--- src/rtl/target_scheduler.sv ---
// target_scheduler
// Game-side controller that turns the generator's random target index into
// a live set of on-screen targets. Once per game tick it ages the live
// targets, expires old ones as misses and spawns a new target. Between ticks
// it accepts player hits and scores them. It also returns a never-zero
// modulus (score + 11) to the random generator.
//
// Ports:
//   clock        in   system clock, posedge
//   reset        in   asynchronous active-high reset
//   start        in   pulse: start/restart a game from IDLE or OVER
//   ranNumTen    in   random target index, sampled on tick only
//   hit_valid    in   pulse: player strike
//   hit_idx      in   index of the struck target
//   active_mask  out  bit i set = target i live
//   score        out  accumulated points (saturating)
//   rng_modulus  out  score + 11
//   misses       out  expired-target count (saturating at MAX_MISSES)
//   spawn_pulse  out  one-cycle pulse when a target spawns
//   wrong_hit    out  one-cycle pulse for a hit on an inactive/invalid index
//   game_over    out  high while in OVER
module target_scheduler #(
  parameter int NUM_TARGETS = 10,       // 1..16, indices fit the 4-bit ports
  parameter int TICK_DIV    = 25000000,
  parameter int LIFETIME    = 6,        // 1..15
  parameter int MAX_MISSES  = 5         // 1..255
) (
  input  logic                   clock,
  input  logic                   reset,
  input  logic                   start,
  input  logic [3:0]             ranNumTen,
  input  logic                   hit_valid,
  input  logic [3:0]             hit_idx,
  output logic [NUM_TARGETS-1:0] active_mask,
  output logic [31:0]            score,
  output logic [31:0]            rng_modulus,
  output logic [7:0]             misses,
  output logic                   spawn_pulse,
  output logic                   wrong_hit,
  output logic                   game_over
);

  typedef enum logic [1:0] {
    S_IDLE = 2'd0,
    S_RUN  = 2'd1,
    S_OVER = 2'd2
  } state_t;

  localparam int            CW         = (TICK_DIV > 1) ? $clog2(TICK_DIV) : 1;
  localparam logic [CW-1:0] TICK_LAST  = CW'(TICK_DIV - 1);
  localparam logic [31:0]   SCORE_MAX  = 32'hFFFF_FFF0;
  localparam logic [31:0]   MOD_OFFSET = 32'd11;

  state_t                 state_r, state_s;
  logic [CW-1:0]          tick_cnt_r, tick_cnt_s;
  logic [3:0]             ages_r [NUM_TARGETS];
  logic [3:0]             ages_s [NUM_TARGETS];
  logic [NUM_TARGETS-1:0] mask_s;
  logic [31:0]            score_s;
  logic [7:0]             misses_s;
  logic                   spawn_s;
  logic                   wrong_s;
  logic                   tick_s;
  logic [3:0]             pts_s;
  logic [32:0]            score_sum_s;
  logic [3:0]             age_inc_s;
  logic [4:0]             exp_cnt_s;
  logic [8:0]             miss_sum_s;
  logic [4:0]             probe_s;
  logic [3:0]             spawn_slot_s;
  logic                   found_s;

  // Game tick: last count of the divider, only while a game is running.
  assign tick_s = (state_r == S_RUN) && (tick_cnt_r == TICK_LAST);

  // Next-state logic: hit, then age/expire, then spawn, all in one cycle.
  always_comb begin
    state_s      = state_r;
    tick_cnt_s   = tick_cnt_r;
    mask_s       = active_mask;
    ages_s       = ages_r;
    score_s      = score;
    misses_s     = misses;
    spawn_s      = 1'b0;
    wrong_s      = 1'b0;
    pts_s        = 4'd0;
    score_sum_s  = 33'd0;
    age_inc_s    = 4'd0;
    exp_cnt_s    = 5'd0;
    miss_sum_s   = 9'd0;
    probe_s      = 5'd0;
    spawn_slot_s = 4'd0;
    found_s      = 1'b0;

    case (state_r)
      S_IDLE, S_OVER: begin
        // Hits are ignored here; score/misses hold until the next start.
        if (start) begin
          state_s    = S_RUN;
          tick_cnt_s = '0;
          mask_s     = '0;
          score_s    = 32'd0;
          misses_s   = 8'd0;
          for (int i = 0; i < NUM_TARGETS; i++) begin
            ages_s[i] = 4'd0;
          end
        end else begin
          state_s = state_r;
        end
      end

      S_RUN: begin
        if (tick_s) begin
          tick_cnt_s = '0;
        end else begin
          tick_cnt_s = tick_cnt_r + CW'(1);
        end

        // Hit: scored against the pre-tick age, so a target about to
        // expire on this tick still earns its last point.
        if (hit_valid) begin
          if (({1'b0, hit_idx} < 5'(NUM_TARGETS)) && active_mask[hit_idx]) begin
            pts_s       = 4'(LIFETIME) - ages_r[hit_idx];
            score_sum_s = {1'b0, score} + {29'd0, pts_s};
            if (score_sum_s > {1'b0, SCORE_MAX}) begin
              score_s = SCORE_MAX;
            end else begin
              score_s = score_sum_s[31:0];
            end
            mask_s[hit_idx] = 1'b0;
            ages_s[hit_idx] = 4'd0;
          end else begin
            wrong_s = 1'b1;
          end
        end else begin
          wrong_s = 1'b0;
        end

        if (tick_s) begin
          // Age the survivors of the hit step; count expiries.
          for (int i = 0; i < NUM_TARGETS; i++) begin
            if (mask_s[i]) begin
              age_inc_s = ages_s[i] + 4'd1;
              if (age_inc_s == 4'(LIFETIME)) begin
                mask_s[i] = 1'b0;
                ages_s[i] = 4'd0;
                exp_cnt_s = exp_cnt_s + 5'd1;
              end else begin
                ages_s[i] = age_inc_s;
              end
            end else begin
              ages_s[i] = ages_s[i];
            end
          end

          miss_sum_s = {1'b0, misses} + {4'd0, exp_cnt_s};
          if (miss_sum_s >= 9'(MAX_MISSES)) begin
            // Game ends on this edge: board clears, nothing spawns.
            misses_s = 8'(MAX_MISSES);
            state_s  = S_OVER;
            mask_s   = '0;
            for (int i = 0; i < NUM_TARGETS; i++) begin
              ages_s[i] = 4'd0;
            end
          end else begin
            misses_s = miss_sum_s[7:0];
            if ({1'b0, ranNumTen} < 5'(NUM_TARGETS)) begin
              // Linear probe upward (mod NUM_TARGETS) from the candidate.
              for (int j = 0; j < NUM_TARGETS; j++) begin
                probe_s = {1'b0, ranNumTen} + 5'(j);
                if (probe_s >= 5'(NUM_TARGETS)) begin
                  probe_s = probe_s - 5'(NUM_TARGETS);
                end else begin
                  probe_s = probe_s;
                end
                if (!found_s && !mask_s[probe_s[3:0]]) begin
                  found_s      = 1'b1;
                  spawn_slot_s = probe_s[3:0];
                end else begin
                  found_s = found_s;
                end
              end
              if (found_s) begin
                mask_s[spawn_slot_s] = 1'b1;
                ages_s[spawn_slot_s] = 4'd0;
                spawn_s              = 1'b1;
              end else begin
                spawn_s = 1'b0;
              end
            end else begin
              spawn_s = 1'b0;
            end
          end
        end else begin
          misses_s = misses;
        end
      end

      default: begin
        state_s = S_IDLE;
      end
    endcase
  end

  // State and output registers; rng_modulus tracks the new score value.
  always_ff @(posedge clock or posedge reset) begin
    if (reset) begin
      state_r     <= S_IDLE;
      tick_cnt_r  <= '0;
      active_mask <= '0;
      score       <= 32'd0;
      rng_modulus <= MOD_OFFSET;
      misses      <= 8'd0;
      spawn_pulse <= 1'b0;
      wrong_hit   <= 1'b0;
      game_over   <= 1'b0;
      for (int i = 0; i < NUM_TARGETS; i++) begin
        ages_r[i] <= 4'd0;
      end
    end else begin
      state_r     <= state_s;
      tick_cnt_r  <= tick_cnt_s;
      active_mask <= mask_s;
      score       <= score_s;
      rng_modulus <= score_s + MOD_OFFSET;
      misses      <= misses_s;
      spawn_pulse <= spawn_s;
      wrong_hit   <= wrong_s;
      game_over   <= (state_s == S_OVER);
      for (int i = 0; i < NUM_TARGETS; i++) begin
        ages_r[i] <= ages_s[i];
      end
    end
  end

endmodule
--- config.mk ---
export PLATFORM = sky130hd
export DESIGN_NAME = target_scheduler
export DESIGN_NICKNAME = d
export VERILOG_FILES = /design/src/rtl/target_scheduler.sv
export SDC_FILE = /design/constraint.sdc
export NUM_CORES = 1
export LEC_CHECK = 0
export ABC_AREA = 0
export BUFFER_PORTS_ARGS = -buffer_cell sky130_fd_sc_hd__buf_4
export CAP_MARGIN = 20
export CORE_MARGIN = 1
export CORE_UTILIZATION = 25
export CTS_CLUSTER_DIAMETER = 200
export DETAILED_ROUTE_END_ITERATION = 10
export PLACE_DENSITY_LB_ADDON = 0.05
export SYNTH_ARGS = -nofsm -noshare
export SYNTH_HDL_FRONTEND = slang
export SYNTH_SLANG_ARGS = --single-unit
--- constraint.sdc ---
create_clock -name clock -period 9 [get_ports clock]
set_input_delay 1.8 -clock clock [delete_from_list [all_inputs] [get_ports clock]]
set_output_delay 1.8 -clock clock [all_outputs]
set_load 0.1 [all_outputs]
==> flow_summary.yaml <==
run_status:
  outcome: "finished, violations left"
  violations: "negative setup slack"
die:
  row_count: 87
  chipHeight_microns: 242
  die_x_microns: 242
  die_area_sq_um: 58700
  start_util_pct: 25.5
  boundaryPins: 97
  fp.coreArea_sq_um: 56700
routing:
  ant_nets: 0
  num_vias: 14800
  routed_wl_microns: 59600
  detail_route.vias_per_cell: 5.29
  detail_route.first_pass.iterations: 5
  wire_per_inst_microns: 21.3
  drtIter0Drc: 898
  drc_errors: 0
setup_path:
  slowest_delay_ns: 0.41
  critPathMaxFanout: 6
  timing.reg2reg.worst_path_depth: 44
  cp_data_required_time_ns: 9.43
  cp_slowest_cell: "sky130_fd_sc_hd__or3b_4"
  critical_path.startpoint_type: "input port"
  crit_top_cell: "sky130_fd_sc_hd__ha_4"
  rr_endpoint: "ages_r[1]$_DFFE_PP0P_"
  worstSetupEndpointType: "flip-flop"
  reg2reg_setup_slack_ns: 1.23
  critical_path_arrival_ns: 9.51
  critical_path.startpoint: "hit_idx[3]"
  worst-setup-path-type: "input port to flip-flop"
  timing.rr.start: "active_mask[1]$_DFFE_PP0P_"
synth:
  synth_sequential_area_ratio_pct: 26.4
  syn-instance-count: 1815
  synth_edf_count: 0
  yosys_register_bits: 152
  synth.yosys.warnings: 0
  syn_nets: 1891
  ys.flop_type: "sky130_fd_sc_hd__dfrtp_1"
  syn-cell-area_sq_um: 14400
  number_of_distinct_library_cells_after_synthesis: 100
  per_instance_average_area_after_synthesis_sq_um: 7.96
  share_of_synthesized_registers_carrying_an_async_set_or_reset_pct: 100
grt:
  grt_pass1_vias: 14700
  grt_overflow: 0
  grt_first_pass_wirelength_microns: 92100
  met1_usage_grt_pct: 27.6
  maximum_number_of_pins_on_one_net_before_global_route_repair: 97
  gr-usage-met2_pct: 33.7
  gr-max-usage-layer: "met2"
  track_usage_pct: 20.4
  antenna_violations_before_repair: 1
  grtUsageMet3_pct: 2.56
sta:
  layout_setup_ws_ns: -0.0783
  timing_hold_violations_final: 0
  rsz0062_at_grt: "yes"
  finClkSkew_ns: 0.0138
  worst_slew_pin_slew_ns: 1.07
  post-route-min-period_ns: 9.08
  timing.final.setup_violations: 18
  slew_headroom_pct: 27.8
  hold_slack_ns: 0.527
  fmaxAchievable_mhz: 110
  period_utilization_post_route_pct: 101
  report.final.slew_viol_count: 0
placement:
  placed_cells_incl_taps: 2755
  post-place-ws_ns: -1.04
  dp.final_hpwl_microns: 45500
  gp_routability_congestion: 0.847
  io_buffer_count: 96
finish:
  final-instance-count-excl-fill: 2801
  antenna-diode-count: 0
  flow.area_growth_from_synthesis_pct: 27.2
  num-nets-final: 2108
  filler_cell_count: 6008
  drive_above_1_share_pct: 22.6
  fin_util_pct: 32.4
clock_network:
  cts-htree-levels: 4
  clock_tree.root_cell: "sky130_fd_sc_hd__clkbuf_16"
  tritoncts_clock_tree: "done"
  cts_buffers: 17
  post_cts_hold_buffer_count: 0
  cts_buffer_depth: 2
  clk_latency_ns: 0.49
  clock_sink_count: 152
  clkTransAtPathRegs_ns: 0.07
power_and_ir_drop:
  max-vdd-ir-drop_mv: 0.255
  total_leakage_power_nw: 7.77
  design_power_total_mw: 2.84
  power_density_nw_per_um2: 155
worst_hold_path:
  min_path_type: "flip-flop to flip-flop"
  holdPathStages: 1
  min-delay-start: "tick_cnt_r[24]$_DFFE_PP0P_"
  worst_hold_endpoint: "tick_cnt_r[24]$_DFFE_PP0P_"
run:
  max-cap-violations: 0
==> through the flow <==
step / TNS (ns) / area [sq um]
floorplan: -24.75 / 14700
global placement: -42.77 / 17300
detailed placement: -48.81 / 17300
CTS: -3.73 / 18200
global route: -27.88 / 18400
finish: -0.760 / 18400
==> placed cells by master, fill, tap and decap left out, types with 37 or more instances in the layout <==
cell	count
sky130_fd_sc_hd__buf_4	262
sky130_fd_sc_hd__nand2_1	201
sky130_fd_sc_hd__dfrtp_1	149
sky130_fd_sc_hd__nor2_1	122
sky130_fd_sc_hd__a21oi_1	90
sky130_fd_sc_hd__o21ai_0	88
sky130_fd_sc_hd__inv_1	77
sky130_fd_sc_hd__nand3_1	67
sky130_fd_sc_hd__ha_1	54
sky130_fd_sc_hd__xnor2_1	53
sky130_fd_sc_hd__nor3_1	44
sky130_fd_sc_hd__and2_1	38
sky130_fd_sc_hd__nor2b_1	37
==> critical path: cells and delay by family <==
kind | cells | cell delay [ns]
buffers and inverters | 6 | 0.67
AND/OR/NAND/NOR | 14 | 2.06
multiplexers | 1 | 0.32
AO/OA/AOI/OAI | 16 | 2.28
XOR/XNOR | 2 | 0.21
adder cells (fa/ha/maj) | 9 | 2.13
==> flip-flops by register name, summed over array words and instances (netlist names) <==
signal	cells
misses	8
score	32
game_over	1
spawn_pulse	1
ages_r	40
rng_modulus	32
tick_cnt_r	25
wrong_hit	1
state_r	2
active_mask	10
==> layer usage <==
layer,part of all wire [%],wire (microns)
met5,0,0
met4,1.7,1000
met3,3.8,2240
met2,47,28200
met1,47,28100
==> report_power, final <==
| group | internal, mW | leakage [nW] | total [mW] | switching [mW] |
|---|---|---|---|---|
| Combinational | 0.309 | 5.45 | 1.21 | 0.904 |
| Sequential | 0.760 | 2.02 | 0.850 | 0.0894 |
| Clock | 0.420 | 0.298 | 0.780 | 0.361 |
==> cell families (layout without fill, tap and decap cells) <==
group | Yosys count | after routing | share of synthesized area, %
xor gates and xnor gates | 93 | 93 | 5.89
DFF | 152 | 152 | 26.4
muxes | 40 | 40 | 3.80
adders and majority gates | 64 | 64 | 5.70
buffers and inverters | 164 | 394 | 4.40
and+or+nand+nor | 755 | 755 | 27.8
AOI/OAI and AO/OA | 547 | 547 | 26.0
==> layout make-up <==
class                   instances  area [sq um]  share of cell area (%)
clock inverters                15           181                   0.988
clock buffers                  17           425                    2.32
well taps                     756           946                    5.15
multi-input cells            1499         10500                    57.4
repair inverters                1          6.26                  0.0341
inverters                      88           343                    1.87
flip-flops and latches        152          3810                    20.7
repair buffers                273          2120                    11.5
==> synthesized netlist by cell type, types with 16 or more instances <==
library cell / instances / area (sq um)
sky130_fd_sc_hd__o211ai_1: 26 / 195
sky130_fd_sc_hd__nand4_1: 22 / 138
sky130_fd_sc_hd__nand3b_1: 21 / 158
sky130_fd_sc_hd__dfrtp_1: 149 / 3730
sky130_fd_sc_hd__o31ai_1: 18 / 135
sky130_fd_sc_hd__or3_1: 18 / 113
sky130_fd_sc_hd__inv_1: 83 / 312
sky130_fd_sc_hd__nor2_1: 128 / 480
sky130_fd_sc_hd__mux2i_1: 20 / 200
sky130_fd_sc_hd__and2_1: 42 / 263
sky130_fd_sc_hd__nand2_1: 209 / 785
sky130_fd_sc_hd__nor2b_1: 38 / 238
sky130_fd_sc_hd__nor3_1: 45 / 225
sky130_fd_sc_hd__and3_1: 27 / 169
sky130_fd_sc_hd__clkbuf_1: 62 / 233
sky130_fd_sc_hd__a21o_1: 28 / 210
sky130_fd_sc_hd__ha_1: 61 / 763
sky130_fd_sc_hd__a211oi_1: 22 / 165
sky130_fd_sc_hd__nand2b_1: 24 / 150
sky130_fd_sc_hd__xor2_1: 36 / 315
sky130_fd_sc_hd__a22oi_1: 16 / 120
sky130_fd_sc_hd__xnor2_1: 54 / 473
sky130_fd_sc_hd__o21ai_0: 120 / 601
sky130_fd_sc_hd__a31oi_1: 32 / 200
sky130_fd_sc_hd__nand3_1: 74 / 370
sky130_fd_sc_hd__a21oi_1: 102 / 510
sky130_fd_sc_hd__nor4_1: 16 / 100
==> worst max path at each step <==
stage                             end  slack [ns]
2_1_floorplan  ages_r[28]$_DFFE_PP0P_       -0.57
3_3_place_gp    ages_r[5]$_DFFE_PP0P_       -0.90
3_5_place_dp    ages_r[5]$_DFFE_PP0P_       -1.04
4_1_cts         ages_r[1]$_DFFE_PP0P_       -0.14
5_1_grt         ages_r[2]$_DFFE_PP0P_       -0.63
6_report        ages_r[1]$_DFFE_PP0P_       -0.08
==> what timing repair did <==
action | in CTS | in global routing
endpoints found under the setup margin | 56 | 57
buffers inserted | 9 | 4
gates resized for setup | 51 | 42
gates cloned | 1 | 1
pin swaps | 12 | 13
No activity file was read; power rests on OpenSTA's default activity.
